File: config.mk
export PLATFORM = sky130hd
export DESIGN_NAME = exe_stage
export DESIGN_NICKNAME = d
export VERILOG_FILES = /design/src/rtl/exe_stage.sv
export SDC_FILE = /design/constraint.sdc
export NUM_CORES = 2
export LEC_CHECK = 0
export BUFFER_PORTS_ARGS = -buffer_cell sky130_fd_sc_hd__buf_4
export CORE_MARGIN = 1.5
export CORE_UTILIZATION = 50
export CTS_CLUSTER_DIAMETER = 200
export DETAILED_ROUTE_END_ITERATION = 10
export GPL_TIMING_DRIVEN = 0
export PLACE_DENSITY = 0.78
export RECOVER_POWER = 50
export REMOVE_ABC_BUFFERS = 1
export SLEW_MARGIN = 20
export SYNTH_ARGS = -nofsm -noshare
export SYNTH_HDL_FRONTEND = slang
export SYNTH_SLANG_ARGS = --single-unit
File: constraint.sdc
create_clock -name clk -period 8.95 [get_ports clk]
set_clock_uncertainty 0.2 [all_clocks]
set_input_delay 0 -clock clk [delete_from_list [all_inputs] [get_ports clk]]
set_output_delay 0 -clock clk [all_outputs]
set_load 0.01 [all_outputs]
File: src/rtl/exe_stage.sv
// Execute stage: ALU, single-cycle multiplier, iterative restoring divider,
// valid/allowin pipeline handshake, data SRAM request and ID bypass.
module exe_stage #(
   parameter int unsigned ID_TO_EXE_BUS_WD  = 144,
   parameter int unsigned EXE_TO_MEM_BUS_WD = 72
) (
   input  logic                         clk,
   input  logic                         resetn,
   output logic                         exe_allowin,
   input  logic                         mem_allowin,
   input  logic                         id_to_exe_valid,
   input  logic [ID_TO_EXE_BUS_WD-1:0]  id_to_exe_bus,
   output logic                         exe_to_mem_valid,
   output logic [EXE_TO_MEM_BUS_WD-1:0] exe_to_mem_bus,
   output logic                         data_sram_en,
   output logic [3:0]                   data_sram_wen,
   output logic [31:0]                  data_sram_addr,
   output logic [31:0]                  data_sram_wdata,
   output logic [31:0]                  exe_to_id_bypass,
   output logic [4:0]                   exe_to_id_rdbypass,
   output logic                         exe_to_id_rfwenbypass,
   output logic                         exe_to_id_loadbypass,
   output logic                         exe_to_id_readybypass
);

   localparam int unsigned XLEN  = 32;
   localparam int unsigned CNT_W = 5;

   typedef enum logic [1:0] {
      S_IDLE = 2'd0,
      S_BUSY = 2'd1,
      S_DONE = 2'd2
   } div_state_t;

   // pipeline registers
   logic                        r_exe_valid;
   logic [ID_TO_EXE_BUS_WD-1:0] r_bus;

   // divider state
   div_state_t       r_state;
   div_state_t       w_state_nxt;
   logic [CNT_W-1:0] r_cnt;
   logic [XLEN-1:0]  r_rem;
   logic [XLEN-1:0]  r_quo;
   logic [XLEN-1:0]  r_dvsr;
   logic             r_neg_q;
   logic             r_neg_r;
   logic             r_dvz;

   // decoded bus fields
   logic [3:0]      w_alu_op;
   logic [2:0]      w_md_op;
   logic [XLEN-1:0] w_src1;
   logic [XLEN-1:0] w_src2;
   logic [XLEN-1:0] w_store_data;
   logic            w_mem_we;
   logic            w_mem_load;
   logic            w_dst_wb;
   logic [4:0]      w_rd;
   logic [XLEN-1:0] w_pc;
   logic            w_ebreak;

   assign w_alu_op     = r_bus[143:140];
   assign w_md_op      = r_bus[139:137];
   assign w_src1       = r_bus[136:105];
   assign w_src2       = r_bus[104:73];
   assign w_store_data = r_bus[72:41];
   assign w_mem_we     = r_bus[40];
   assign w_mem_load   = r_bus[39];
   assign w_dst_wb     = r_bus[38];
   assign w_rd         = r_bus[37:33];
   assign w_pc         = r_bus[32:1];
   assign w_ebreak     = r_bus[0];

   logic w_is_div;
   logic w_is_rem;
   logic w_signed_div;
   logic w_ready_go;
   logic w_handoff;
   logic w_div_start;

   assign w_is_div     = w_md_op[2];
   assign w_is_rem     = w_md_op[1];
   assign w_signed_div = w_md_op[2] & ~w_md_op[0];
   assign w_ready_go   = !w_is_div || (r_state == S_DONE);
   assign w_handoff    = exe_to_mem_valid && mem_allowin;
   assign w_div_start  = r_exe_valid && w_is_div;

   assign exe_allowin      = !r_exe_valid || (w_ready_go && mem_allowin);
   assign exe_to_mem_valid = r_exe_valid && w_ready_go;

   // valid bit of the stage; cleared asynchronously so reset discards work in flight
   always_ff @(posedge clk or negedge resetn) begin
      if (!resetn) begin
         r_exe_valid <= 1'b0;
      end else if (exe_allowin) begin
         r_exe_valid <= id_to_exe_valid;
      end
   end

   // instruction payload; contents are meaningless while the stage is empty
   always_ff @(posedge clk) begin
      if (exe_allowin && id_to_exe_valid) begin
         r_bus <= id_to_exe_bus;
      end
   end

   // ALU
   logic [XLEN-1:0] w_alu_res;
   always_comb begin
      w_alu_res = '0;
      case (w_alu_op)
         4'd0:    w_alu_res = w_src1 + w_src2;
         4'd1:    w_alu_res = w_src1 - w_src2;
         4'd2:    w_alu_res = {31'b0, ($signed(w_src1) < $signed(w_src2))};
         4'd3:    w_alu_res = {31'b0, (w_src1 < w_src2)};
         4'd4:    w_alu_res = w_src1 & w_src2;
         4'd5:    w_alu_res = w_src1 | w_src2;
         4'd6:    w_alu_res = w_src1 ^ w_src2;
         4'd7:    w_alu_res = w_src1 << w_src2[4:0];
         4'd8:    w_alu_res = w_src1 >> w_src2[4:0];
         4'd9:    w_alu_res = XLEN'($signed(w_src1) >>> w_src2[4:0]);
         4'd10:   w_alu_res = w_src2;
         default: w_alu_res = '0;
      endcase
   end

   // single-cycle multiplier, signed and unsigned full products
   logic [2*XLEN-1:0] w_prod_s;
   logic [2*XLEN-1:0] w_prod_u;
   assign w_prod_s = $signed({{XLEN{w_src1[XLEN-1]}}, w_src1}) *
                     $signed({{XLEN{w_src2[XLEN-1]}}, w_src2});
   assign w_prod_u = {{XLEN{1'b0}}, w_src1} * {{XLEN{1'b0}}, w_src2};

   // operand magnitudes for the unsigned restoring core
   logic [XLEN-1:0] w_abs1;
   logic [XLEN-1:0] w_abs2;
   assign w_abs1 = (w_signed_div && w_src1[XLEN-1]) ? XLEN'(-w_src1) : w_src1;
   assign w_abs2 = (w_signed_div && w_src2[XLEN-1]) ? XLEN'(-w_src2) : w_src2;

   // one restoring step: shift in next dividend bit, subtract if it fits
   logic [XLEN:0] w_shift;
   logic [XLEN:0] w_diff;
   assign w_shift = {r_rem, r_quo[XLEN-1]};
   assign w_diff  = w_shift - {1'b0, r_dvsr};

   // divider state register
   always_ff @(posedge clk or negedge resetn) begin
      if (!resetn) begin
         r_state <= S_IDLE;
      end else begin
         r_state <= w_state_nxt;
      end
   end

   // divider next-state logic
   always_comb begin
      w_state_nxt = r_state;
      case (r_state)
         S_IDLE:  if (w_div_start) w_state_nxt = S_BUSY;
         S_BUSY:  if (r_cnt == CNT_W'(XLEN - 1)) w_state_nxt = S_DONE;
         S_DONE:  if (w_handoff) w_state_nxt = S_IDLE;
         default: w_state_nxt = S_IDLE;
      endcase
   end

   // divider datapath: latch operands on start, iterate while busy
   always_ff @(posedge clk or negedge resetn) begin
      if (!resetn) begin
         r_cnt   <= '0;
         r_rem   <= '0;
         r_quo   <= '0;
         r_dvsr  <= '0;
         r_neg_q <= 1'b0;
         r_neg_r <= 1'b0;
         r_dvz   <= 1'b0;
      end else if (r_state == S_IDLE && w_div_start) begin
         r_cnt   <= '0;
         r_rem   <= '0;
         r_quo   <= w_abs1;
         r_dvsr  <= w_abs2;
         r_neg_q <= w_signed_div && (w_src1[XLEN-1] ^ w_src2[XLEN-1]);
         r_neg_r <= w_signed_div && w_src1[XLEN-1];
         r_dvz   <= (w_src2 == '0);
      end else if (r_state == S_BUSY) begin
         r_cnt <= r_cnt + CNT_W'(1);
         if (!w_diff[XLEN]) begin
            r_rem <= w_diff[XLEN-1:0];
            r_quo <= {r_quo[XLEN-2:0], 1'b1};
         end else begin
            r_rem <= w_shift[XLEN-1:0];
            r_quo <= {r_quo[XLEN-2:0], 1'b0};
         end
      end
   end

   // sign fix-up; a zero divisor yields all-ones quotient regardless of signs
   logic [XLEN-1:0] w_quo_fix;
   logic [XLEN-1:0] w_rem_fix;
   assign w_quo_fix = r_dvz ? '1 : (r_neg_q ? XLEN'(-r_quo) : r_quo);
   assign w_rem_fix = r_neg_r ? XLEN'(-r_rem) : r_rem;

   // final result mux
   logic [XLEN-1:0] w_result;
   always_comb begin
      w_result = w_alu_res;
      case (w_md_op)
         3'd0:    w_result = w_alu_res;
         3'd1:    w_result = w_prod_u[XLEN-1:0];
         3'd2:    w_result = w_prod_s[2*XLEN-1:XLEN];
         3'd3:    w_result = w_prod_u[2*XLEN-1:XLEN];
         default: w_result = w_is_rem ? w_rem_fix : w_quo_fix;
      endcase
   end

   assign exe_to_mem_bus = {w_mem_load, w_dst_wb, w_result, w_rd, w_pc, w_ebreak};

   // memory request fires only on the handoff cycle so a stall never repeats it
   assign data_sram_en    = r_exe_valid && (w_mem_load || w_mem_we) && w_ready_go && mem_allowin;
   assign data_sram_wen   = (data_sram_en && w_mem_we) ? 4'hF : 4'h0;
   assign data_sram_addr  = w_result;
   assign data_sram_wdata = w_store_data;

   assign exe_to_id_bypass      = w_result;
   assign exe_to_id_rdbypass    = w_rd;
   assign exe_to_id_rfwenbypass = r_exe_valid && w_dst_wb;
   assign exe_to_id_loadbypass  = r_exe_valid && w_mem_load;
   assign exe_to_id_readybypass = r_exe_valid && w_ready_go && !w_mem_load;

endmodule

==> run metrics, run 1 <==
# clock sinks=251; maximum number of pins on one net before global-route repair=77; all-layer global routing usage=0.582; Remaining Overflow, GRT=158; Synth cell types=85; starting density of the core=0.505; port bufs=330; register area share after synthesis=0.0961; Synthesis Warnings=0; number of synthesized flops with an enable pin=144; Die Y=385 µm; status=aborted with a tool error; Exit stage=global routing (5_1_grt); CTS Buf Count=27; HPWL Detailed=241 mm; asr flop ratio synth=0.426; IO Pins=331; cell area after synthesis=0.0729 mm²; clk buf depth=3; synthesized flop and latch total=251; root buffer cell=clkbuf_16; Worst EP kind=top-level output; Cells after Synth=8,182; H-tree levels=1; cell row count=139; GP Congestion=1.11; Stop Error=[ERROR GRT-0232] Routing congestion too high. Check the congestion heatmap in the GUI.; Die X=385 µm; ys flop type=edfxtp_1; worst_ep grt=exe_to_mem_bus[69]; Mean Syn Cell Area=8.91 µm²
-- Yosys cell counts, drive strengths merged, types with 24 or more instances --
master / instances / share of area
nor2b: 34 / 0.0029
xnor2: 138 / 0.017
o31ai: 56 / 0.0058
o21a: 32 / 0.0033
a21oi: 271 / 0.019
dfrtp: 107 / 0.037
nand2: 830 / 0.043
and3: 31 / 0.0027
a22oi: 40 / 0.0041
inv: 1709 / 0.088
a21o: 78 / 0.0080
nor2: 837 / 0.043
a22o: 24 / 0.0029
a211oi: 46 / 0.0047
nand3: 94 / 0.0065
edfxtp: 144 / 0.059
nor3: 71 / 0.0049
buf: 260 / 0.021
or3: 32 / 0.0029
xor2: 90 / 0.011
a221oi: 40 / 0.0049
mux2i: 62 / 0.0085
ha: 520 / 0.089
o21ai: 284 / 0.020
nand4: 37 / 0.0032
fa: 1474 / 0.40
o211ai: 36 / 0.0037
nand2b: 24 / 0.0021
clkbuf: 296 / 0.015
a31oi: 76 / 0.0065
mux4: 57 / 0.018
-- layer usage --
metal	global-route usage	GRT overflow
met5	0.234	0
met4	0.495	61
met3	0.430	8
met2	0.740	81
met1	0.611	8
-- repair_timing --
| action | CTS |
|---|---|
| hold endpoints to repair | 299 |
| gates cloned | 9 |
| hold buffers | 295 |
| pin swaps | 106 |
| setup endpoints to repair | 96 |
| resized for setup | 462 |
| setup buffers | 221 |
-- logic make-up after synthesis --
group / Yosys count / synth area share
adder cells (fa/ha/maj): 1994 / 0.494
buffers and inverters: 2288 / 0.126
flip-flops: 251 / 0.0961
AO/OA/AOI/OAI: 1199 / 0.108
multiplexers: 129 / 0.0277
AND/OR/NAND/NOR: 2093 / 0.121
XOR/XNOR: 228 / 0.0274
-- through the flow --
stage / setup slack (ns) / std cells / setup TNS (ns) / instance area, µm² / utilization
after floorplan: -2.10 / 7626 / -118.30 / 70200 / -
after global placement: -7.80 / 9859 / -603.93 / 75100 / 0.521
after detailed placement: -2.67 / 10100 / -184.77 / 78600 / 0.546
after CTS: -0.694 / 10600 / -38.28 / 86800 / 0.602
==> run 2: changes to the inputs <==
--- a/config.mk
+++ b/config.mk
@@ -7,11 +7,10 @@
 export LEC_CHECK = 0
 export BUFFER_PORTS_ARGS = -buffer_cell sky130_fd_sc_hd__buf_4
 export CORE_MARGIN = 1.5
-export CORE_UTILIZATION = 50
-export CTS_CLUSTER_DIAMETER = 200
+export CORE_UTILIZATION = 35
 export DETAILED_ROUTE_END_ITERATION = 10
 export GPL_TIMING_DRIVEN = 0
-export PLACE_DENSITY = 0.78
+export PLACE_DENSITY_LB_ADDON = 0.15
 export RECOVER_POWER = 50
 export REMOVE_ABC_BUFFERS = 1
 export SLEW_MARGIN = 20
==> constraint.sdc (replaced) <==
create_clock -name clk -period 11.6 [get_ports clk]
set_clock_uncertainty 0.2 [all_clocks]
set_input_delay 0 -clock clk [delete_from_list [all_inputs] [get_ports clk]]
set_output_delay 0 -clock clk [all_outputs]
set_load 0.01 [all_outputs]
==> run 2 against run 1 <==
  * The flow now finishes, with violations (capacitance limit, slew limit)
  * Area after synthesis unchanged
  * Synthesized cell count is the same
==> run metrics, run 2 <==
Critical Path Sink Type=output port; Setup-failing EPs final=0; crit path max fanout=17; register area share after synthesis=0.0961 (unchanged); Hold Path Depth=4; CTS tree=done; Clock transition at path regs=0.07 ns; Die X=459 µm (+19%); first-pass GRT wire length=465 mm; highest-count cells in the layout ignoring fill and taps=inv_1 (1,667), fa_1 (1,472), nor2_1 (832); Max Cap Violations=4; CP startpoint kind=flip-flop; reg-to-reg slack, setup=6.19 ns; Slew Limit Headroom=-1.32; CP Launch Point=r_bus[128]; drt wl/cell=28.5 µm; number of synthesized flops with an enable pin=144 (unchanged); Synth area leader=fa_1; root buffer cell=clkbuf_16; port bufs=330 (unchanged); Finished Layout Cells=11,400; H-tree levels=1 (unchanged); hold endpoint=r_state[1]; Synth Area in Adders=0.494 (unchanged); terminus of the critical flop-to-flop path=r_rem[28]; Synth Area in Simple Gates=0.121 (unchanged); cell area after synthesis=0.0729 mm² (unchanged); dpl cell area=0.0805 mm² (+2.3%); IO Pins=331 (unchanged); Synth Area in Compound Gates=0.108 (unchanged); status=finished, violations left; Setup CP Type=flip-flop to output port; DR pass1 iterations=6; worst slew pin tran=3.48 ns; mux contribution to synthesized area=0.0277 (unchanged); top-area cell type share of the netlist area=0.405 (unchanged); Remaining Overflow, GRT=0; worst reg2reg startpoint=r_quo[31]; Core Region=0.207 mm²; count leader, synth=inv_1; Cells after Synth=8,182 (unchanged); vias per cell=5.48; Area Growth Syn to Fin=16.0%; cell row count=167 (+20%); HPWL Detailed=269 mm (+12%); largest family of logic cells by synthesized area=adder cells; synth top area cells=fa_1 (40%), ha_1 (8.9%), inv_1 (8.8%), edfxtp_1 (5.9%), nor2_1 (4.3%); initial drt markers=5,968; Final min period=11.51 ns; hold_sp=mem_allowin; initial antenna violation count=22; HP Class=primary input to flip-flop; Synth cell types=85 (unchanged); DRC=0; GP Congestion=1.03 (-7.2%); antenna-violating nets left=0; Critical Path AT=11.31 ns; clk buf depth=3 (unchanged); Final period util=0.992; max FFs per register=144; Die Y=459 µm (+19%); number of global-route vias before repair=64,900; fin area=0.0845 mm²; Worst R2R Path Depth=17; clock latency on the worst-skew pair=0.66 ns; asr flop ratio synth=0.426 (unchanged); dpl cells=11,000 (+9.2%); Hold Fails Final Rpt=0; ys flop type=edfxtp_1; fraction of layout cells with a size suffix above 1=0.0877; failing checks=capacitance limit, slew limit; all-layer global routing usage=0.308; Synthesis Warnings=0 (unchanged); Mean Syn Cell Area=8.91 µm² (unchanged); Post-Synth XOR/XNOR Area=0.0274 (unchanged); # clock sinks=251 (unchanged); RSZ-0062 raised after global routing=false; WL final=324 mm; final net count=10,700; critical path data required time=11.40 ns; CTS Buf Count=30 (+11%); starting density of the core=0.352 (-0.154); maximum number of pins on one net before global-route repair=75; largest register by flop count=r_bus; Final Util=0.408; most frequent cells after synthesis=inv_1 (1,700), fa_1 (1,474), nor2_1 (837), nand2_1 (830), ha_1 (520); Peak Freq=86.9 MHz; most common cell after layout, fill and taps aside=inv_1; vias post-DR=62,300; synthesized flop and latch total=251 (unchanged); die area=0.211 mm²; Pins Over Slew Limit=153
-- run 2: cell counts after synthesis --
No cell type changed its count.
-- run 2: worst max-delay path, stage by stage, from the launching register on --
cell,delay (ns)
edfxtp_1,0.67
buf_8,0.24
clkinv_2,0.63
nor2_1,0.36
fa_1,0.48
fa_1,0.55
inv_1,0.06
fa_1,0.45
fa_1,0.55
fa_1,0.56
inv_1,0.07
fa_1,0.45
fa_1,0.49
inv_1,0.05
fa_1,0.51
inv_1,0.05
ha_1,0.44
nand4_1,0.24
nor3b_1,0.89
o211ai_1,0.22
a21oi_2,0.49
o22ai_1,0.32
o21ai_1,0.56
o221ai_1,0.25
xnor2_1,0.21
nand2_1,0.12
nand3_2,0.36
buf_4,0.30
-- run 2: how the worst max path moves through the flow --
| stage | slack, ns | end |
|---|---|---|
| after floorplan | 0.55 | data_sram_addr[30] |
| after global placement | -5.43 | data_sram_addr[31] |
| after detailed placement | -0.58 | exe_to_mem_bus[69] |
| after CTS | 0.009 | data_sram_addr[28] |
| after global routing | 0.04 | data_sram_addr[28] |
| final | 0.09 | data_sram_addr[28] |
-- run 2: timing repair --
action,in CTS,in global routing
hold endpoints to repair,296,0
resized for setup,21,13
setup endpoints to repair,48,39
pin swaps,3,0
buffers inserted,9,16
hold buffers,295,0
-- run 2: area by class of cell --
| class | instances | area, µm² |
|---|---|---|
| Antenna cell | 5 | 12.5 |
| Clock buffer | 36 | 795 |
| Clock inverter | 19 | 265 |
| Fill cell | 20700 | 123000 |
| Inverter | 1732 | 6580 |
| Multi-Input combinational cell | 5643 | 56900 |
| Sequential cell | 251 | 7000 |
| Tap cell | 2788 | 3490 |
| Timing Repair Buffer | 882 | 9450 |
-- run 2: cells by family after synthesis --
group | Yosys count
compound gates | 1199
xor+xnor | 228
fa+ha+maj | 1994
buf+inv | 2288
flops | 251
mux | 129
simple gates | 2093
-- run 2: stage by stage --
step | setup TNS, ns | setup WS, ns | hold slack [ns]
4_1_cts | 0 | 0.00876 | 0.209
3_3_place_gp | -381.77 | -5.43 | -0.0220
3_5_place_dp | -5.64 | -0.583 | -0.285
2_1_floorplan | 0 | 0.552 | -0.496
6_report | 0 | 0.0936 | 0.227
5_1_grt | 0 | 0.0419 | 0.203
-- run 2: per-layer routing --
| metal | part of all wire | GRT usage | vias to the layer above | routed length, µm |
|---|---|---|---|---|
| li1 | - | - | 26300 | - |
| met1 | 0.40 | 0.396 | 32300 | 129000 |
| met2 | 0.45 | 0.484 | 2924 | 145000 |
| met3 | 0.085 | 0.0605 | 706 | 27500 |
| met4 | 0.068 | 0.172 | 30 | 22000 |
| met5 | 0.0011 | 0 | - | 365 |
Power of run 2 is left out: the tool's default activity adds up to more than one toggle a clock period on the data nets, which glitch-free logic cannot reach.
